## src/rtl/mem_arbiter_pkg.sv

```systemverilog
// Shared constants for the instruction/data RAM arbiter: lane masks, grant
// encoding and small lane helpers.
package mem_arbiter_pkg;

  localparam logic [3:0] LANE_B = 4'b0001;
  localparam logic [3:0] LANE_H = 4'b0011;
  localparam logic [3:0] LANE_W = 4'b1111;

  typedef enum logic [1:0] {
    GNT_NONE = 2'd0,
    GNT_D    = 2'd1,
    GNT_I    = 2'd2,
    GNT_IP   = 2'd3
  } gnt_e;

  // True when shifting the lane mask up by the byte offset spills past lane 3.
  function automatic logic lane_overflow(input logic [3:0] mask, input logic [1:0] off);
    logic [6:0] wide;
    wide = {3'b000, mask} << off;
    return |wide[6:4];
  endfunction

  // Bits of a right-justified load that carry data; the rest are zeroed.
  function automatic logic [31:0] lane_bits(input logic [3:0] mask);
    case (mask)
      LANE_B:  return 32'h0000_00FF;
      LANE_H:  return 32'h0000_FFFF;
      LANE_W:  return 32'hFFFF_FFFF;
      default: return 32'hFFFF_FFFF;
    endcase
  endfunction

endpackage

```

## src/rtl/mem_arbiter_lane_align.sv

```systemverilog
// Byte-lane shifter: moves a word up (store) or down (load) by whole bytes.
module lane_align #(
  parameter bit SHIFT_LEFT = 1'b1
) (
  input  logic [31:0] data_in,
  input  logic [1:0]  off,
  output logic [31:0] data_out
);

  logic [4:0] shamt;

  always_comb begin
    shamt = {off, 3'b000};
    if (SHIFT_LEFT) data_out = data_in << shamt;
    else            data_out = data_in >> shamt;
  end

endmodule

```

## src/rtl/mem_arbiter.sv

```systemverilog
// Shares one single-port RAM between fetch and data ports, data first.
// Optional fetch starvation guard: define MEMARB_STARVE_GUARD_EN.
module mem_arbiter
  import mem_arbiter_pkg::*;
#(
  parameter int ADDR_W       = 16,
  parameter int STARVE_LIMIT = 4
) (
  input  logic              clk,
  input  logic              rst,
  input  logic [15:0]       imem_addr,
  input  logic              imem_oe,
  output logic [31:0]       imem_rdata,
  output logic              imem_valid,
  input  logic [31:0]       mem_addr,
  input  logic [3:0]        mem_oe,
  input  logic [31:0]       mem_wdata,
  input  logic [3:0]        mem_we,
  output logic [31:0]       mem_rdata,
  output logic              mem_valid,
  output logic              mem_ready,
  output logic [ADDR_W-3:0] ram_addr,
  output logic              ram_en,
  output logic [3:0]        ram_we,
  output logic [31:0]       ram_wdata,
  input  logic [31:0]       ram_rdata,
  output logic              misalign
);

  gnt_e              gnt;
  logic              data_req;
  logic              store;
  logic [1:0]        off;
  logic [3:0]        we_sh;
  logic              ipend_v;
  logic [ADDR_W-3:0] ipend_addr;
  logic              rd_i;
  logic              rd_d;
  logic [1:0]        off_q;
  logic [3:0]        oe_q;
  logic [31:0]       ihold;
  logic [31:0]       dhold;
  logic [31:0]       st_data;
  logic [31:0]       ld_data;
  logic [31:0]       ld_masked;
  logic              unused_addr_bits;

  assign unused_addr_bits = ^{mem_addr[31:ADDR_W], imem_addr[1:0]};

  assign data_req = |mem_oe;
  assign store    = |mem_we;
  assign off      = mem_addr[1:0];
  assign we_sh    = mem_we << off;

  lane_align #(.SHIFT_LEFT(1'b1)) u_store_align (
    .data_in  (mem_wdata),
    .off      (off),
    .data_out (st_data)
  );

  lane_align #(.SHIFT_LEFT(1'b0)) u_load_align (
    .data_in  (ram_rdata),
    .off      (off_q),
    .data_out (ld_data)
  );

  // A new fetch beats a parked one: it carries the post-branch address.
  always_comb begin
    gnt = GNT_NONE;
    if (!rst) begin
      if (data_req)     gnt = GNT_D;
      else if (imem_oe) gnt = GNT_I;
      else if (ipend_v) gnt = GNT_IP;
    end
  end

  always_comb begin
    ram_addr = '0;
    case (gnt)
      GNT_D:   ram_addr = mem_addr[ADDR_W-1:2];
      GNT_I:   ram_addr = imem_addr[ADDR_W-1:2];
      GNT_IP:  ram_addr = ipend_addr;
      default: ram_addr = '0;
    endcase
  end

  assign ram_en    = (gnt != GNT_NONE);
  assign ram_we    = (gnt == GNT_D) ? we_sh : 4'b0000;
  assign ram_wdata = st_data;

  always_ff @(posedge clk) begin
    if (rst) begin
      ipend_v    <= 1'b0;
      ipend_addr <= '0;
    end else if (data_req && imem_oe) begin
      ipend_v    <= 1'b1;
      ipend_addr <= imem_addr[ADDR_W-1:2];
    end else if (gnt == GNT_I || gnt == GNT_IP) begin
      ipend_v    <= 1'b0;
    end
  end

  assign ld_masked = ld_data & lane_bits(oe_q);

  always_ff @(posedge clk) begin
    if (rst) begin
      rd_i     <= 1'b0;
      rd_d     <= 1'b0;
      off_q    <= 2'b00;
      oe_q     <= 4'b0000;
      ihold    <= '0;
      dhold    <= '0;
      misalign <= 1'b0;
    end else begin
      rd_i <= (gnt == GNT_I) || (gnt == GNT_IP);
      rd_d <= (gnt == GNT_D) && !store;
      if (gnt == GNT_D) begin
        off_q <= off;
        oe_q  <= mem_oe;
        if (lane_overflow(mem_oe, off)) misalign <= 1'b1;
      end
      if (rd_i) ihold <= ram_rdata;
      if (rd_d) dhold <= ld_masked;
    end
  end

  // Returns in flight when reset arrives are suppressed, not delivered.
  assign imem_valid = rd_i && !rst;
  assign mem_valid  = rd_d && !rst;
  assign imem_rdata = rst ? '0 : (rd_i ? ram_rdata : ihold);
  assign mem_rdata  = rst ? '0 : (rd_d ? ld_masked : dhold);

`ifdef MEMARB_STARVE_GUARD_EN
  localparam int CNT_W = $clog2(STARVE_LIMIT + 1);

  logic [CNT_W-1:0] starve_cnt;

  always_ff @(posedge clk) begin
    if (rst)
      starve_cnt <= '0;
    else if (!ipend_v || gnt == GNT_IP || gnt == GNT_I)
      starve_cnt <= '0;
    else
      starve_cnt <= starve_cnt + 1'b1;
  end

  // One ready-low cycle guarantees a data-free cycle for the parked fetch.
  assign mem_ready = !rst && !(ipend_v && starve_cnt == CNT_W'(STARVE_LIMIT - 1));
`else
  localparam int unused_starve_limit = STARVE_LIMIT;

  assign mem_ready = !rst;
`endif

endmodule

```

## config.mk

```make
export PLATFORM = sky130hd
export DESIGN_NAME = mem_arbiter
export DESIGN_NICKNAME = d
export VERILOG_FILES = /design/src/rtl/mem_arbiter_pkg.sv /design/src/rtl/mem_arbiter_lane_align.sv /design/src/rtl/mem_arbiter.sv
export SDC_FILE = /design/constraint.sdc
export NUM_CORES = 1
export LEC_CHECK = 0
export CELL_PAD_IN_SITES_DETAIL_PLACEMENT = 1
export CELL_PAD_IN_SITES_GLOBAL_PLACEMENT = 1
export CORE_UTILIZATION = 28
export CTS_BUF_LIST = sky130_fd_sc_hd__clkbuf_2
export DETAILED_ROUTE_END_ITERATION = 7
export PLACE_DENSITY_LB_ADDON = 0.1
export RECOVER_POWER = 50
export SLEW_MARGIN = 20
export SYNTH_ARGS = -nofsm -noshare
export SYNTH_HDL_FRONTEND = slang
export SYNTH_SLANG_ARGS = --single-unit
```

## constraint.sdc

```tcl
create_clock -name clk -period 1.95 [get_ports clk]
set_clock_uncertainty 0.05 [all_clocks]
set_input_delay 0.195 -clock clk [delete_from_list [all_inputs] [get_ports clk]]
set_output_delay 0.195 -clock clk [all_outputs]
set_load 0.02 [all_outputs]
```

# ---- Word-level counts from Yosys, hierarchy flattened
# Index checks and enable logic that the tools add are counted.
dict set report totals {
  reg_bits 88
  output_inout_bits 119
}
dict set report op_classes {
  n_eq_ne 5
  n_shift 4
  mux 13
  bitwise 1
  reduce_logical 13
}
# op count
set op_table {}
lappend op_table {{32-bit 2-to-1 mux} 4}
lappend op_table {{32-bit case mux with 2 select lines} 1}
lappend op_table {{14-bit case mux with 3 select lines} 1}
lappend op_table {{32-bit AND} 1}
lappend op_table {{32-bit by 5-bit left shift with 32-bit output} 1}
lappend op_table {{32-bit by 5-bit right shift with 32-bit output} 1}
lappend op_table {{2-bit 2-to-1 mux} 4}
lappend op_table {{4-bit OR reduction} 2}
lappend op_table {{4-bit by 2-bit left shift with 7-bit output} 1}
lappend op_table {{2-bit == test, second input constant} 2}
lappend op_table {{4-bit by 1-bit == test with 1-bit output, second input constant} 1}
lappend op_table {{4-bit by 2-bit == test with 1-bit output, second input constant} 1}
lappend op_table {{1-bit logical AND} 4}
lappend op_table {{4-bit 2-to-1 mux} 1}
lappend op_table {{2-bit nonzero test} 2}
lappend op_table {{4-bit by 2-bit left shift with 4-bit output} 1}
lappend op_table {{3-bit OR reduction} 1}
lappend op_table {{2-bit by 1-bit == test with 1-bit output, second input constant} 1}
lappend op_table {{1-bit logical NOT} 2}
lappend op_table {{1-bit 2-to-1 mux} 2}
lappend op_table {{2-bit AND reduction} 1}
lappend op_table {{1-bit logical OR} 1}

# ---- Logic depth before layout (Yosys ltp)
# Gate-level depths: netlist of run 1.
dict set report logic_depth {
  word_depth 8
  depth_mapped 5
}

# ---- Cells and area by module
# From an unflattened synthesis of run 1, not the netlist that was laid out.
dict set report hier_totals {
  cells_unflattened 529
  area_unflattened_um2 4724.5
}
# mod instances cells_each area_each_um2 seq_area_each_um2
set modules_own_cells {}
lappend modules_own_cells {mem_arbiter 1 398 3594.7 1761.7}
lappend modules_own_cells {{lane_align at u_store_align} 1 65 579.3 0.0}
lappend modules_own_cells {{lane_align at u_load_align} 1 66 550.5 0.0}

# ---- Least setup slack after synthesis of run 1
# Ideal clock, no wire load.
dict set report synth_timing {
  path_type {register -> output}
  from {register rd_d}
  to {output port mem_rdata[16]}
  t_arrival_ns 1.545
  path_slack_ns 0.160
  stages_incl_launch_ff 5
  path_buffers 1
  cell_sequence {dfxtp_1 -> or3b_1 -> buf_2 -> nand2b_4 -> o21ai_0}
}
dict set report synth_via {
  elab_chain_len 2
}
# element line
set synth_rtl {}
lappend synth_rtl {{start, declared} mem_arbiter.sv:38} ;# logic rd_d;
lappend synth_rtl {{start signal, assigned} mem_arbiter.sv:116} ;# rd_d <= (gnt == GNT_D) && !store;
lappend synth_rtl {{32-bit 2-to-1 mux (2 in a row)} -}
lappend synth_rtl {{end, declared} mem_arbiter.sv:19} ;# output logic [31:0] mem_rdata,
# No other way between the ends.

# ---- Final worst setup path of run 1
dict set report layout_timing {
  from {register off_q[0]}
  to {output port mem_rdata[11]}
}
dict set report layout_via {
  elab_chain_len 4
}
# element line
set layout_rtl {}
lappend layout_rtl {{start, declared} mem_arbiter.sv:39} ;# logic [1:0] off_q;
lappend layout_rtl {{start signal, assigned} mem_arbiter.sv:109} ;# off_q <= 2'b00;
lappend layout_rtl {{start signal, assigned} mem_arbiter.sv:118} ;# off_q <= off;
lappend layout_rtl {{32-bit by 5-bit right shift with 32-bit output} mem_arbiter_lane_align.sv:15} ;# else data_out = data_in >> shamt;
lappend layout_rtl {{32-bit AND} mem_arbiter.sv:103} ;# assign ld_masked = ld_data & lane_bits(oe_q);
lappend layout_rtl {{32-bit 2-to-1 mux (2 in a row)} -}
# No other way between the ends.

==> impl_metrics.tcl, run 1 <==
set metrics [dict create \
    numClockSinks 88 \
    viasPerCell 5.03 \
    rsz0062_at_grt "yes" \
    grt_max_degree 33 \
    period_needed_ns 2.34 \
    max_stage_delay_ns 0.42 \
    max_freq_mhz 428 \
    ys_seq_elements 88 \
    n_antenna_cell 0 \
    ys_seq_area_share_pct 40.4 \
    met1_length_um 7330 \
    crit_buf_inv 3 \
    drv_cap 0 \
    setup_ws_ns -0.385 \
    grt_antenna_before_repair 0 \
    fin_crit_sh_pct 120 \
    p_sw_share_pct 30.8 \
    finalSetupViolCount 56 \
    syn_nets 629 \
    startpoint_type "flop" \
    slew_headroom_pct 58.9 \
    dr_wl_met3_um 1030 \
    die_area_sq_mm 0.0161 \
    fin_cells 982 \
    internal_power_mw 2.86 \
    clk_pin_slew_ns 0.26 \
    tns_ns -11.05 \
    dr.first_iter.drc_count 184 \
    power_density_mw_per_mm2 522 \
    path_cells "buf_12 -> buf_12 -> mux2i_2 -> o21ai_0 -> a22o_1 -> buf_2" \
    die_h_um 127 \
    violations "setup timing" \
    fillerInstances 1746 \
    pwr-share-comb_pct 27.3 \
    avgSynthCellArea_sq_um 8.62 \
    dp_hpwl_um 12700 \
    r2r_slack_ns 0.12 \
    coreArea_sq_mm 0.0152 \
    cts_made_buffers 9 \
    area_growth_pct 81.3 \
    highest_layer "met4" \
    cts_tree "yes" \
    root_buffer "clkbuf_2" \
    critical_path.top_delay_family "compound AO/OA/AOI/OAI gates" \
    place_inst 929 \
    track_usage_pct 22.0 \
    place_congestion 0.825 \
    pin_count 242 \
    status "complete, but fails checks" \
    worst_slew_pin_slew_ns 0.617 \
    slew_violations 0 \
    yosysWarnings 0 \
    worstSetupEndpointType "primary output" \
    hold_violations 0 \
    clkPwrFrac_pct 27.4 \
    grt_pass1_vias 5166 \
    crit_fanout 8 \
    cp_common_cell "buf_12" \
    cp.arrival_ns 2.09 \
    antenna_left 0 \
    start_util_pct 28.7 \
    placed_area_sq_mm 0.00715 \
    ctsLongestPathBuffers 2 \
    worstPathRequired_ns 1.70 \
    drt-total-wl_um 18600 \
    synthCells 506 \
    nNetsFinal 912 \
    hp-class "input pin to flop" \
    insertion_delay_ns 0.59 \
    criticalPathCategory "flop to primary output" \
    ir_worst_vdd_mv 0.250 \
    netlist_area_sq_mm 0.00436 \
    grt_pass1_wl_um 27500 \
    port_buffers 223 \
    die_w_um 127 \
    p_leak_nw 3.34 \
    place_ws_ns -0.484 \
    row_count 45 \
    overflow 0 \
    fin_area_sq_mm 0.00790 \
    drtPass1Iterations 4 \
    drc 0 \
    p_seq_share_pct 45.3 \
    switchingPower_mw 1.27 \
    crit_slowest_cell "dfxtp_4" \
    drive_gt1_share_pct 30.5 \
    synth.distinct_cells 36 \
    wl_met2_um 9720 \
    wl_per_cell_um 18.9 \
    cts_max_level 3 \
    vias 4939 \
]
-- registers in the layout, indices dropped and copies added, names as in the netlist --
name and cells:
dhold 32, ihold 32, ipend_addr 14, oe_q 4, off_q 2, ipend_v 1
misalign 1, rd_d 1, rd_i 1
-- power by group through the flow --
stage / Combinational, mW / Clock, mW / Sequential [mW]
final: 1.13 / 1.13 / 1.87
after floorplan: 0.433 / 0 / 1.89
after detailed placement: 1.04 / 0 / 1.90
after global routing: 1.20 / 1.26 / 1.88
after CTS: 1.07 / 1.17 / 1.87
after global placement: 1.02 / 0 / 1.90
-- synth_stat cells, drive strengths merged --
master / number / area [sq um]
a31oi: 15 / 93.8
o21a: 1 / 7.51
a21oi: 28 / 140
and2: 8 / 50.1
mux2i: 76 / 761
buf: 20 / 106
clkbuf: 24 / 90.1
o21ai: 39 / 195
o41a: 1 / 11.3
or4: 1 / 7.51
nor3b: 2 / 20.0
nand2b: 1 / 13.8
nor2b: 12 / 75.1
nand2: 69 / 259
a22o: 8 / 70.1
a31o: 1 / 8.76
dfxtp: 88 / 1760
inv: 2 / 7.51
a21o: 1 / 7.51
nor2: 53 / 199
or2: 2 / 12.5
and3: 1 / 6.26
or3b: 2 / 17.5
nor4: 1 / 21.3
a32o: 7 / 70.1
o221ai: 8 / 70.1
a211oi: 10 / 75.1
nor3: 1 / 5.00
nand3b: 22 / 165
o41ai: 1 / 27.5
nand3: 1 / 5.00
-- worst reg2reg max path, stage by stage, from the launching register on --
cell and delay (ns):
dfxtp_4 0.44, buf_12 0.14, buf_12 0.14, mux2i_4 0.28, o221ai_2 0.14, dlygate4sd3_1 0.59
-- cell type report --
type | instances | area (sq um) | area share, %
Clock buffer | 10 | 50.0 | 0.633
Multi-Input combinational cell | 372 | 2760 | 34.9
Sequential cell | 88 | 1780 | 22.5
Timing Repair Buffer | 316 | 2980 | 37.7
Tap cell | 188 | 235 | 2.98
Clock inverter | 6 | 91.3 | 1.16
Inverter | 2 | 7.51 | 0.0950
-- routing by layer --
layer	GRT usage (%)	vias to the layer above
met5	0	-
met4	7.21	0
met2	41.1	152
met3	4.81	33
li1	-	2365
met1	24.6	2389
-- path summary, 6_finish.rpt --
path,start,to,cells after the start
setup / recovery,off_q[0],mem_rdata[11],6
hold reg to reg,ipend_addr[10],ipend_addr[10],2
setup reg to reg,off_q[0],dhold[3],5
hold / removal,mem_oe[0],oe_q[0],4
-- cells in the final DEF, fill, tap and decap left out, drive strengths merged, types with 10 or more instances in the layout --
cell | synthesis | layout
dfxtp | 88 | 88
o21ai | 39 | 39
a21oi | 28 | 28
a31oi | 15 | 15
nor2b | 12 | 12
clkdlybuf4s50 | 0 | 101
nor2 | 53 | 53
dlygate4sd2 | 0 | 24
mux2i | 76 | 76
nand3b | 22 | 22
nand2 | 69 | 69
buf | 20 | 161
a211oi | 10 | 10
clkbuf | 24 | 24
-- kinds of logic (layout without fill, tap and decap cells) --
| kind of cell | Yosys count | in the layout | share of synthesized area, % |
|---|---|---|---|
| buf+inv | 46 | 334 | 4.68 |
| simple gates | 176 | 176 | 19.7 |
| flops | 88 | 88 | 40.4 |
| mux | 76 | 76 | 17.4 |
| compound gates | 120 | 120 | 17.8 |
-- timing repair --
action	CTS	global route
setup buffers	19	10
pin swaps	23	39
endpoints found under the hold margin	3	4
cloned	3	3
setup endpoints to repair	109	92
gates resized for setup	542	86
hold buffers	2	4
-- stage by stage --
| step | hold WS (ns) | power, mW | util [%] |
|---|---|---|---|
| after global routing | 0.00590 | 4.33 | 52.0 |
| after floorplan | 0.262 | 2.33 | - |
| after detailed placement | 0.402 | 2.94 | 47.0 |
| after global placement | 0.392 | 2.92 | 47.0 |
| after CTS | 0.0139 | 4.10 | 49.9 |
| final | 0.0349 | 4.13 | 52.0 |
Power figures use the tool's default switching activity.
==> run 2: changes to the inputs <==
--- a/config.mk
+++ b/config.mk
@@ -12,6 +12,7 @@
 export DETAILED_ROUTE_END_ITERATION = 7
 export PLACE_DENSITY_LB_ADDON = 0.1
 export RECOVER_POWER = 50
+export REMOVE_ABC_BUFFERS = 1
 export SLEW_MARGIN = 20
 export SYNTH_ARGS = -nofsm -noshare
 export SYNTH_HDL_FRONTEND = slang
==> impl_metrics.tcl, run 2 (synthesized netlist as in run 1, its figures left out) <==
set metrics [dict create \
    startpoint_type "flop" \
    row_count 45 \
    area_growth_pct 78.5 \
    drt-total-wl_um 18000 \
    port_buffers 223 \
    die_h_um 127 \
    worst_slew_pin_slew_ns 0.589 \
    drv_cap 0 \
    fin_util_pct 51.2 \
    finalSetupViolCount 75 \
    rsz0062_at_grt "yes" \
    rr_startpoint "rd_i" \
    status "complete, but fails checks" \
    reg_top3 "dhold: 32 flops, ihold: 32 flops, ipend_addr: 14 flops" \
    hp-start "mem_oe[3]" \
    root_buffer "clkbuf_2" \
    hp-class "input pin to flop" \
    hold_violations 2 \
    worstPathRequired_ns 1.70 \
    drc 0 \
    p_leak_nw 3.33 \
    fillerInstances 1777 \
    dp_hpwl_um 12200 \
    numClockSinks 88 \
    fin_crit_sh_pct 118 \
    slew_violations 0 \
    placed_area_sq_mm 0.00720 \
    startpoint "oe_q[3]" \
    start_util_pct 28.7 \
    grt_pass1_vias 5155 \
    cts_max_level 3 \
    max_freq_mhz 436 \
    final_common_cell "clkdlybuf4s50_1" \
    antenna_left 0 \
    layout_common_cells "101 x clkdlybuf4s50_1, 82 x buf_4, 81 x dfxtp_1, 67 x mux2i_1, 60 x nand2_1" \
    ir_worst_vdd_mv 0.298 \
    worstRegToRegCells 6 \
    slew_headroom_pct 60.7 \
    crit_end "mem_rdata[26]" \
    cts_made_buffers 9 \
    r2r_slack_ns 0.39 \
    whs_ns -0.0355 \
    power_density_mw_per_mm2 536 \
    criticalPathCategory "flop to primary output" \
    die_area_sq_mm 0.0161 \
    dr.first_iter.drc_count 159 \
    fin_cells 992 \
    worstSetupEndpointType "primary output" \
    wl_per_cell_um 18.2 \
    violations "hold timing, setup timing" \
    pin_count 242 \
    period_needed_ns 2.30 \
    drive_gt1_share_pct 31.0 \
    fin_area_sq_mm 0.00778 \
    tns_ns -13.98 \
    ctsLongestPathBuffers 2 \
    cp.arrival_ns 2.05 \
    cts_tree "yes" \
    die_w_um 127 \
    crit_fanout 8 \
    overflow 0 \
    place_congestion 0.798 \
    insertion_delay_ns 0.59 \
    grt_pass1_wl_um 27100 \
    setup_ws_ns -0.346 \
    nNetsFinal 921 \
    track_usage_pct 21.6 \
    place_inst 936 \
    viasPerCell 4.99 \
    vias 4949 \
    grt_antenna_before_repair 0 \
    drtPass1Iterations 4 \
    r2r-end "ihold[20]" \
    coreArea_sq_mm 0.0152 \
    grt_max_degree 36 \
    clk_pin_slew_ns 0.24 \
]
[run 2: cell types whose count changed in the layout (fill, tap and decap cells not counted), sizes merged]
cell	previous run	this run
clkbuf	24	33
dlygate4sd2	24	31
dlygate4sd3	7	3
dlymetal6s2s	6	3
clkdlybuf4s25	2	0
buf	161	162
bufinv	2	3
clkinv	2	3
diode	0	1
inv	4	3
[run 2: repair_timing]
item / in CTS / in global routing
cloned: 3 / 2
setup buffers: 19 / 18
hold buffers: 2 / 0
endpoints found under the hold margin: 1 / 0
pin swaps: 21 / 26
resized for setup: 532 / 87
setup endpoints to repair: 114 / 80
[run 2: where the power goes]
group	total [mW]	switching, mW	internal [mW]
clock network	1.24	0.684	0.554
registers	1.87	0.0223	1.84
logic	1.07	0.535	0.532
[run 2: metrics by stage]
stage / hold WS (ns) / power (mW) / setup WS (ns)
final: -0.0355 / 4.17 / -0.346
after floorplan: 0.214 / 2.27 / -0.184
after CTS: 0.0129 / 4.20 / -0.407
after global placement: 0.392 / 2.91 / -0.444
after detailed placement: 0.400 / 2.94 / -0.511
after global routing: -0.0580 / 4.36 / -0.437
[run 2: how the worst min path moves through the flow]
stage	cells after the start	endpoint	slack, ns
finish	4	oe_q[3]	-0.04
global route	4	oe_q[3]	-0.06
CTS	4	ihold[30]	0.01
detailed placement	2	ipend_addr[3]	0.40
global placement	2	ipend_addr[9]	0.39
floorplan	1	ipend_addr[0]	0.21
[run 2: critical path, cell delays in order, from the launching register on]
cell and delay, ns:
dfxtp_2 0.37, or3b_4 0.42, and3_4 0.22, a32o_2 0.31, buf_6 0.14
[run 2: metal layers]
metal | share of wire (%) | up-vias | GRT usage, %
met2 | 52 | 153 | 39.2
met4 | 1.8 | 0 | 5.95
met3 | 5.3 | 28 | 5.06
met5 | 0 | - | 0
met1 | 41 | 2380 | 25.4
li1 | - | 2388 | -
[run 2: final cells by class]
| type | instances | area (sq um) | share of cell area [%] |
|---|---|---|---|
| repair buffers | 325 | 2910 | 37.3 |
| diodes | 1 | 2.50 | 0.0322 |
| well taps | 188 | 235 | 3.02 |
| flip-flops and latches | 88 | 1780 | 22.8 |
| clock buffers | 9 | 45.0 | 0.579 |
| inverters | 2 | 7.51 | 0.0965 |
| clock inverters | 7 | 118 | 1.51 |
| multi-input cells | 372 | 2690 | 34.6 |
